$ cat src/rtl/imem_port_arbiter.sv
// Two-port front end for a single-port synchronous instruction memory: fetch (read-only) and
// loader (read/write) share it via round-robin, with a loader lock and a saturating fetch-stall count.
module imem_port_arbiter #(
  parameter int ADDR_BITS  = 8,
  parameter int STALL_BITS = 16,
  parameter int DATA_BITS  = 32,
  parameter int INSTR_BITS = 32
) (
  input  logic                  clk,
  input  logic                  rst_n,
  input  logic                  f_req_valid,
  output logic                  f_req_ready,
  input  logic [DATA_BITS-1:0]  f_addr,
  output logic                  f_rsp_valid,
  output logic [INSTR_BITS-1:0] f_rsp_instr,
  output logic                  f_rsp_err,
  input  logic                  l_req_valid,
  output logic                  l_req_ready,
  input  logic                  l_req_we,
  input  logic [DATA_BITS-1:0]  l_addr,
  input  logic [INSTR_BITS-1:0] l_wdata,
  input  logic                  l_lock,
  output logic                  l_rsp_valid,
  output logic [INSTR_BITS-1:0] l_rsp_rdata,
  output logic                  l_rsp_err,
  output logic                  mem_en,
  output logic                  mem_we,
  output logic [ADDR_BITS-1:0]  mem_addr,
  output logic [INSTR_BITS-1:0] mem_wdata,
  input  logic [INSTR_BITS-1:0] mem_rdata,
  output logic [STALL_BITS-1:0] f_stall_cnt
);

  typedef enum logic {SHARED = 1'b0, LOCKED = 1'b1} state_t;
  localparam logic OWN_F = 1'b0;
  localparam logic OWN_L = 1'b1;

  state_t                r_state;
  logic                  r_rr_last;
  logic                  r_f_rsp_vld;
  logic                  r_l_rsp_vld;
  logic                  r_rsp_err;
  logic                  r_rsp_we;
  logic [STALL_BITS-1:0] r_stall;

  logic w_f_rdy, w_l_rdy, w_f_acc, w_l_acc, w_f_err, w_l_err;

  function automatic logic addr_err(input logic [DATA_BITS-1:0] a);
    return (a[1:0] != 2'b00) || ((a >> (ADDR_BITS + 2)) != '0);
  endfunction

  // Readiness looks only at state, rr_last and the other side's valid; gated by reset
  // so nothing is accepted or driven to memory while reset is held.
  always_comb begin
    w_f_rdy = rst_n && (r_state == SHARED) && (!l_req_valid || (r_rr_last == OWN_L));
    w_l_rdy = rst_n && ((r_state == LOCKED) || !f_req_valid || (r_rr_last == OWN_F));
    w_f_acc = f_req_valid && w_f_rdy;
    w_l_acc = l_req_valid && w_l_rdy;
    w_f_err = addr_err(f_addr);
    w_l_err = addr_err(l_addr);
  end

  always_comb begin
    mem_en    = (w_f_acc && !w_f_err) || (w_l_acc && !w_l_err);
    mem_we    = w_l_acc && !w_l_err && l_req_we;
    mem_addr  = '0;
    mem_wdata = '0;
    if (mem_en) mem_addr = w_l_acc ? l_addr[ADDR_BITS+1:2] : f_addr[ADDR_BITS+1:2];
    if (mem_we) mem_wdata = l_wdata;
  end

  always_ff @(posedge clk or negedge rst_n) begin
    if (!rst_n) begin
      r_state     <= SHARED;
      r_rr_last   <= OWN_L;
      r_f_rsp_vld <= 1'b0;
      r_l_rsp_vld <= 1'b0;
      r_rsp_err   <= 1'b0;
      r_rsp_we    <= 1'b0;
      r_stall     <= '0;
    end else begin
      r_f_rsp_vld <= w_f_acc;
      r_l_rsp_vld <= w_l_acc;
      r_rsp_err   <= w_l_acc ? w_l_err : w_f_err;
      r_rsp_we    <= w_l_acc && l_req_we;
      if (w_f_acc)      r_rr_last <= OWN_F;
      else if (w_l_acc) r_rr_last <= OWN_L;
      case (r_state)
        SHARED: if (l_lock) r_state <= LOCKED;
        LOCKED: if (!l_lock && !w_l_acc) r_state <= SHARED;
        default: r_state <= SHARED;
      endcase
      if (f_req_valid && !w_f_rdy && (r_stall != '1)) r_stall <= r_stall + 1'b1;
    end
  end

  // Response data comes straight off the memory read port in the response cycle.
  always_comb begin
    f_req_ready = w_f_rdy;
    l_req_ready = w_l_rdy;
    f_rsp_valid = r_f_rsp_vld;
    l_rsp_valid = r_l_rsp_vld;
    f_rsp_err   = r_f_rsp_vld && r_rsp_err;
    l_rsp_err   = r_l_rsp_vld && r_rsp_err;
    f_rsp_instr = (r_f_rsp_vld && !r_rsp_err) ? mem_rdata : '0;
    l_rsp_rdata = (r_l_rsp_vld && !r_rsp_err && !r_rsp_we) ? mem_rdata : '0;
    f_stall_cnt = r_stall;
  end

endmodule

$ cat config.mk
export PLATFORM = sky130hd
export DESIGN_NAME = imem_port_arbiter
export DESIGN_NICKNAME = d
export VERILOG_FILES = /design/src/rtl/imem_port_arbiter.sv
export SDC_FILE = /design/constraint.sdc
export NUM_CORES = 1
export LEC_CHECK = 0
export ABC_AREA = 0
export CAP_MARGIN = 20
export CORE_AREA = 2 2 102 104
export CTS_CLUSTER_DIAMETER = 80
export DETAILED_ROUTE_END_ITERATION = 10
export DIE_AREA = 0 0 104 106
export PLACE_DENSITY = 0.77
export SLEW_MARGIN = 20
export SYNTH_ARGS = -nofsm -noshare
export SYNTH_HDL_FRONTEND = slang
export SYNTH_SLANG_ARGS = --single-unit
$ cat constraint.sdc
create_clock -name clk -period 2.1 [get_ports clk]
set_input_delay 0.42 -clock clk [delete_from_list [all_inputs] [get_ports clk]]
set_output_delay 0.42 -clock clk [all_outputs]
set_load 0.01 [all_outputs]
==> results.toml, run 1 <==
[outcome]
status = "finished with violations"
failed_checks = "setup timing"

[worst_setup_path]
cpPeakStageDelay_ps = 550
reg2reg_depth = 5
cp_top_family = "simple AND/OR/NAND/NOR gates"
critPathCaptureType = "primary output"
critPathMostFrequentCell = "buf_6"
path_cells = "buf_6, or4_4, nor2_4, buf_6, nand3_4, a22oi_2, buf_2"
worstPathArrival_ps = 1860
worst-path-buf-inv = 3
crit_fanout = 4
crit_cells = 7
worstSetupStartpointType = "primary input"
crit_slowest_cell = "or4_4"
critPathRequiredTime_ps = 1680
worstSetupPathType = "in2out"

[cells_and_area]
nNetsFinal = 688
final_cell_mix = "clkdlybuf4s50_1 (101), and2_1 (80), dlygate4sd2_1 (66)"
layout_commonest_cell = "clkdlybuf4s50_1"
postLayoutCellArea_um2 = 5295
syn2layout_area_growth_pct = 163.7
multi_input_area_um2 = 1647
drive_gt1_share_pct = 32.43
nFillCells = 965
seq_area_um2 = 553.0

[cts]
cts_tree = "done"
clk_path_buf_depth = 2
ctsHtreeMaxLevel = 1
clkLatencyLatePin_ps = 260
clk_pin_slew_ps = 90
cts_sinks = 22
clock-root-buffer = "clkbuf_8"
cts_buffers = 3

[power]
powerDensity_nw_per_um2 = 303.4
irDropWorstVdd_mv = 0.2968
leakagePower_nw = 2.572

[detailed_routing]
firstDrtPassIters = 4
routedWlPerCell_um = 16.57
vias_per_cell = 4.528
drc_errors = 0
finalWirelength_um = 11420
antenna_left = 0
dr.first_iter.drc_count = 100
vias = 3120

[run]
max_cap_violations = 0

[sta]
rsz0062_at_grt = "true"
skew_ps = 6.805
final.min_clock_period_ps = 2277
timing.fmax_mhz = 439.2
layout_setup_ws_ps = -176.9
tightestPinTransition_ps = 623.7
final-setup-viol-count = 41
fin_hold_ws_ps = 260.6
finalHoldViolations = 0
drv_slew = 0
max-slew-margin-rel_pct = 57.89
fin_crit_sh_pct = 108.4

[yosys]
yosys_warnings = 0
synth_nets = 388
synth_cells = 253
synth_area_um2 = 2008
async_flop_share_pct = 100.0
synthFlopType = "dfrtp_1"
yosysSeqAreaShare_pct = 27.48
ys_types = 40
synth_seq_cells = 22
ys_top_cells_by_area = "and2_1 (32%), dfrtp_1 (26%), nor4_1 (3.7%), nand2_1 (3.2%), xor2_1 (3.1%)"
synth_edf_count = 0
synth.avg_cell_area_um2 = 7.937
synth_top_area_share_pct = 31.78
synth_area_leader_cell = "and2_1"

[hold_path]
hold_class = "in2async"

[floorplan]
chipWidth_um = 104
core_area_um2 = 10000
initial_core_util_pct = 20.08
die_area_um2 = 11020
die_height_um = 106
rows = 37
ios = 262

[place]
port_buffers = 261
post-dp-hpwl_um = 8645
routabilityCongestion = 0.8310
postPlaceCellArea_um2 = 4965

[global_route]
grt_pass1_vias = 3267
grt_max_degree = 18
antenna_found_initial = 1
track_usage_pct = 18.76
grt_pass1_wl_um = 16710
grt_overflow = 0
==> Yosys cell counts, types with 2 or more instances <==
library cell,number
nor4_1,12
a22oi_1,8
nor2_1,3
and3_1,7
or4_1,3
nand3_1,4
and2_1,102
dfrtp_1,21
o21ai_0,3
nor2b_1,2
nand4_1,9
nand3_2,2
nor3b_1,3
mux2_2,2
inv_1,2
nand2_1,17
nor3_1,6
xor2_1,7
xnor2_1,5
a31oi_1,2
o211ai_1,3
clkbuf_1,12
==> logic make-up after synthesis <==
| kind of cell | Yosys count | share of synthesized area (%) |
|---|---|---|
| adder cells (fa/ha/maj) | 1 | 0.6230 |
| flip-flops | 22 | 27.48 |
| multiplexers | 3 | 1.682 |
| AO/OA/AOI/OAI | 23 | 8.723 |
| AND/OR/NAND/NOR | 176 | 53.21 |
| buffers and inverters | 16 | 3.053 |
| XOR/XNOR | 12 | 5.234 |
==> registers in the layout, summed over array words and instances (netlist names) <==
register and count:
l_rsp_valid 1, r_rr_last 1, f_stall_cnt 16, f_rsp_valid 1, r_rsp_we 1, r_state 1, r_rsp_err 1
==> worst reg2reg max path: cells and delay by family (launching register included) <==
family	cells	cell delay [ps]
AND/OR/NAND/NOR	2	700
flip-flops	1	400
multiplexers	1	330
adder cells (fa/ha/maj)	1	210
AO/OA/AOI/OAI	1	190
==> layer usage <==
metal	wire, um	global-route usage (%)	vias up
li1	-	-	1478
met1	3824	17.82	1460
met2	6482	38.77	168
met3	877	5.089	14
met4	232	5.405	0
met5	0	0	-
==> per-stage QoR <==
step,power [W],setup slack [ps],instances,setup TNS [ps],util [%]
2_1_floorplan,0.0007375,13.22,253,0,-
5_1_grt,0.001696,-226.9,689,-6813,52.95
4_1_cts,0.001609,-216.8,687,-7086,52.26
6_report,0.001607,-176.9,689,-3435,52.95
3_5_place_dp,0.001218,-1077,659,-41620,49.65
3_3_place_gp,0.001196,-1043,659,-41390,49.65
==> power breakdown <==
part	leakage [nW]	total (W)	switching (W)	internal, W
registers	0.278	0.000565	0.0000727	0.000493
logic	2.26	0.000646	0.000229	0.000417
clock network	0.0357	0.000396	0.000141	0.000255
total	2.57	0.00161	0.000443	0.00116
==> area by class of cell <==
| cell class | count | share of cell area [%] |
|---|---|---|
| diodes | 1 | 0.04726 |
| repair buffers | 307 | 53.71 |
| flip-flops and latches | 22 | 10.44 |
| clock inverters | 1 | 0.5671 |
| multi-input cells | 217 | 31.10 |
| inverters | 2 | 0.1418 |
| clock buffers | 3 | 0.7798 |
| well taps | 136 | 3.214 |
==> repair_timing <==
action | CTS | global route
endpoints found under the setup margin | 108 | 64
resized for setup | 417 | 71
setup buffers | 15 | 4
gates cloned | 10 | 2
hold buffers | 0 | 0
pin swaps | 51 | 22
==> path summary, 6_finish.rpt <==
path	slack, ps	start	end
max	-180	f_addr[16]	mem_addr[0]
max reg2reg	150	f_stall_cnt[0]	f_stall_cnt[1]
max in group asynchronous	1590	rst_n	f_stall_cnt[8]
min in group clk	490	f_stall_cnt[15]	f_stall_cnt[15]
min	260	rst_n	r_state
min reg2reg	490	f_stall_cnt[15]	f_stall_cnt[15]
Note: power is estimated with default switching activity, not from simulation.
==> run 2: changes to the inputs <==
--- a/config.mk
+++ b/config.mk
@@ -11,6 +11,7 @@
 export CTS_CLUSTER_DIAMETER = 80
 export DETAILED_ROUTE_END_ITERATION = 10
 export DIE_AREA = 0 0 104 106
+export GPL_TIMING_DRIVEN = 0
 export PLACE_DENSITY = 0.77
 export SLEW_MARGIN = 20
 export SYNTH_ARGS = -nofsm -noshare
==> results.toml, run 2 (same netlist as run 1, synthesis figures left out) <==
[outcome]
status = "finished with violations"
failed_checks = "setup timing"

[cts]
clkLatencyLatePin_ps = 260
cts_buffers = 3
clk_path_buf_depth = 2
ctsHtreeMaxLevel = 1
cts_sinks = 22
cts_tree = "done"
clock-root-buffer = "clkbuf_8"
clk_pin_slew_ps = 80

[worst_setup_path]
worstPathArrival_ps = 1910
critPathRequiredTime_ps = 1680
critPathCaptureType = "primary output"
worstSetupPathType = "in2out"
crit_fanout = 5
worstSetupStartpointType = "primary input"

[cells_and_area]
layout_commonest_cell = "clkdlybuf4s50_1"
postLayoutCellArea_um2 = 5235
syn2layout_area_growth_pct = 160.7
nNetsFinal = 680
final_cell_mix = "clkdlybuf4s50_1 (103), and2_1 (65), buf_6 (46)"
final_core_util_pct = 52.35
largest_reg_flops = 16
drive_gt1_share_pct = 38.05
diodes = 0

[power]
irDropWorstVdd_mv = 0.2567
fin_total_pwr_w = 0.001471
powerDensity_nw_per_um2 = 281.0
leakagePower_nw = 2.438

[sta]
max-slew-margin-rel_pct = 56.29
tightestPinTransition_ps = 647.5
fin_hold_ws_ps = 94.83
rsz0062_at_grt = "true"
layout_setup_ws_ps = -234.3
final-setup-viol-count = 42
finalHoldViolations = 0
skew_ps = 2.840
fin_crit_sh_pct = 111.2
timing.fmax_mhz = 428.4
fin_setup_tns_ps = -7205
final.min_clock_period_ps = 2334
drv_slew = 0

[detailed_routing]
firstDrtPassIters = 4
finalWirelength_um = 11400
vias_per_cell = 4.456
antenna_left = 0
dr.first_iter.drc_count = 104
drc_errors = 0
vias = 3030
routedWlPerCell_um = 16.76

[place]
post-dp-hpwl_um = 8532
routabilityCongestion = 0.8929
postPlaceCellArea_um2 = 4791
port_buffers = 261

[global_route]
antenna_found_initial = 0
grt_max_degree = 13
grt_overflow = 0
grt_pass1_vias = 3218
track_usage_pct = 18.63
grt_pass1_wl_um = 16530

[hold_path]
hold_class = "in2async"

[floorplan]
initial_core_util_pct = 20.08
rows = 37
die_height_um = 106
die_area_um2 = 11020
core_area_um2 = 10000
ios = 262
chipWidth_um = 104

[run]
max_cap_violations = 0
run 2: repair_timing:
action / CTS / global route
buffers inserted: 18 / 2
endpoints found under the setup margin: 128 / 93
cloned: 8 / 0
pin swaps: 68 / 27
hold endpoints to repair: 12 / 0
resized for setup: 470 / 133
hold buffers: 2 / 0
run 2: metal layers:
metal  global-route usage (%)  part of all wire [%]  vias to the layer above
met3                    4.231                   7.4                        8
met1                    18.45                    34                     1390
met4                    4.440                   1.5                        0
met5                        0                     0                        -
li1                         -                     -                     1463
met2                    38.63                    57                      169
run 2: worst max-delay path: stages:
cell      delay [ps]
clkbuf_2          90
or4_4            550
nor2_4           180
buf_6            140
nand3_4          130
a22oi_2          240
buf_2            160
run 2: through the flow:
step                      setup WS (ps)  cells
after CTS                        -222.1    680
after global placement            -2066    650
after detailed placement          -2139    650
final                            -234.3    680
after global routing             -285.4    680
after floorplan                   13.22    253
run 2: final timing paths:
kind                            startpoint              end  slack, ps  cells past startpoint
min in group clk           f_stall_cnt[15]  f_stall_cnt[15]        500                      1
max reg2reg                 f_stall_cnt[1]   f_stall_cnt[1]        100                      6
min reg2reg                f_stall_cnt[15]  f_stall_cnt[15]        500                      1
max in group asynchronous            rst_n   f_stall_cnt[4]       1000                      2
min                                  rst_n        r_rr_last         90                      1
max                             f_addr[16]      mem_addr[6]       -230                      7
run 2: area by class of cell:
| class | instances | area [um^2] |
|---|---|---|
| flip-flops and latches | 22 | 553.0 |
| well taps | 136 | 170.2 |
| multi-input cells | 217 | 1697 |
| inverters | 2 | 7.507 |
| fillers | 948 | 4765 |
| repair buffers | 287 | 2615 |
| plain buffers | 12 | 147.6 |
| clock buffers | 4 | 45.04 |
run 2: power by group:
group / leakage (nW) / switching (W) / internal (W)
Sequential: 0.278 / 0.0000707 / 0.000492
Combinational: 2.14 / 0.000231 / 0.000402
Clock: 0.0228 / 0.000140 / 0.000135
Total: 2.44 / 0.000441 / 0.00103
==> run 3: changes to the inputs <==
--- a/config.mk
+++ b/config.mk
@@ -17,3 +17,4 @@
 export SYNTH_ARGS = -nofsm -noshare
 export SYNTH_HDL_FRONTEND = slang
 export SYNTH_SLANG_ARGS = --single-unit
+export TNS_END_PERCENT = 10
==> results.toml, run 3 (same netlist as run 1, synthesis figures left out) <==
[detailed_routing]
vias_per_cell = 4.481
antenna_left = 0
dr.first_iter.drc_count = 105
firstDrtPassIters = 4
finalWirelength_um = 11070
routedWlPerCell_um = 16.40
vias = 3025
drc_errors = 0

[place]
routabilityCongestion = 0.8929
dp.cells = 650
postPlaceCellArea_um2 = 4791
port_buffers = 261
post-place-ws_ps = -2139
post-dp-hpwl_um = 8532

[power]
switchingPower_w = 0.0004354
pwr-share-clk_pct = 19.0
irDropWorstVdd_mv = 0.2581
p_seq_share_pct = 38.9
leakagePower_nw = 2.526
powerDensity_nw_per_um2 = 279.4
p_sw_share_pct = 29.92
p_int_w = 0.001020
combPwrFrac_pct = 42.1

[outcome]
status = "finished with violations"
failed_checks = "setup timing"

[cells_and_area]
final_core_util_pct = 52.09
postLayoutCellArea_um2 = 5209
nNetsFinal = 675
final_cell_mix = "clkdlybuf4s50_1 (106), and2_1 (80), dlygate4sd2_1 (77)"
fin_cells = 675
layout_commonest_cell = "clkdlybuf4s50_1"
syn2layout_area_growth_pct = 159.4
diodes = 0
nFillCells = 953
drive_gt1_share_pct = 28.57
largest_reg_flops = 16

[worst_setup_path]
critPathCaptureType = "primary output"
critPathRequiredTime_ps = 1680
worstSetupStartpointType = "primary input"
reg2reg_depth = 6
crit-reg2reg-launch = "f_stall_cnt[0]"
worstPathArrival_ps = 1950
crit_fanout = 4
r2r-end = "f_stall_cnt[1]"
r2r_slack_ps = 70
crit_path_start = "f_addr[19]"
worstSetupPathType = "in2out"

[global_route]
grt_overflow = 0
grt_max_degree = 13
antenna_found_initial = 0
track_usage_pct = 18.48
grt_pass1_vias = 3249
grt_pass1_wl_um = 16470

[cts]
clk_pin_slew_ps = 80
cts_buffers = 3
clock-root-buffer = "clkbuf_8"
clk_path_buf_depth = 2
clkLatencyLatePin_ps = 260
cts_sinks = 22
cts_tree = "done"
ctsHtreeMaxLevel = 1

[sta]
skew_ps = 4.039
max-slew-margin-rel_pct = 56.08
tightestPinTransition_ps = 650.5
layout_setup_ws_ps = -266.7
fin_hold_ws_ps = 95.21
drv_slew = 0
fin_crit_sh_pct = 112.7
finalHoldViolations = 0
rsz0062_at_grt = "true"
final.min_clock_period_ps = 2367
final-setup-viol-count = 42
timing.fmax_mhz = 422.5

[floorplan]
ios = 262
initial_core_util_pct = 20.08
core_area_um2 = 10000
die_area_um2 = 11020
die_height_um = 106
chipWidth_um = 104
rows = 37

[run]
max_cap_violations = 0

[hold_path]
hold_class = "in2async"
==> run 3: cell count changes in the layout (fill, tap and decap cells not counted), sizes merged <==
| cell | previous run | this run |
|---|---|---|
| dlymetal6s2s | 4 | 3 |
| clkbuf | 37 | 19 |
| buf | 96 | 75 |
| dlygate4sd2 | 32 | 77 |
| clkdlybuf4s15 | 29 | 16 |
| clkdlybuf4s50 | 103 | 106 |
==> run 3: worst max-delay path by stage <==
stage / to / cells past startpoint
final: mem_addr[6] / 8
after global routing: mem_wdata[17] / 8
after CTS: mem_wdata[17] / 8
after detailed placement: mem_addr[3] / 7
after global placement: mem_addr[0] / 7
after floorplan: mem_addr[0] / 4
==> run 3: worst max-delay path: stages <==
cell	delay, ps
dlygate4sd2_1	240
or4_4	440
nor2_4	160
buf_6	140
buf_16	100
nand4_1	110
a22oi_2	180
buf_2	160
==> run 3: repair_timing <==
item / CTS / global route
hold buffers: 2 / 0
buffers inserted: 13 / 0
pin swaps: 64 / 12
cloned: 8 / 0
endpoints found under the hold margin: 12 / 0
gates resized for setup: 439 / 36
setup endpoints to repair: 128 / 50
==> run 3: through the flow <==
step,setup TNS [ps],power (W)
CTS,-7834,0.001466
detailed placement,-106240,0.001185
floorplan,0,0.0007375
finish,-7012,0.001455
global placement,-105030,0.001171
global route,-10350,0.001551
==> run 3: area by class of cell <==
class | count | area [um^2] | area share (%)
buffer | 12 | 147.6 | 2.834
clock buffer | 4 | 45.04 | 0.8648
inverter | 2 | 7.507 | 0.1441
multi-input combinational | 217 | 1653 | 31.73
sequential | 22 | 553.0 | 10.62
tap | 136 | 170.2 | 3.267
timing repair buffer | 282 | 2633 | 50.54
==> run 3: power by group through the flow <==
stage / clock network, W / logic, W / registers (W)
floorplan: 0 / 0.000148 / 0.000590
global placement: 0 / 0.000602 / 0.000569
detailed placement: 0 / 0.000609 / 0.000576
CTS: 0.000284 / 0.000614 / 0.000568
global route: 0.000307 / 0.000663 / 0.000581
finish: 0.000277 / 0.000612 / 0.000566
==> run 3: metal layers <==
layer  global-route usage (%)  routed length [um]  vias up
met1                    18.07                3767     1379
met4                    6.660                 320        0
met2                    37.31                6144      175
li1                         -                   -     1453
met3                    4.476                 837       18
met5                        0                   0        -
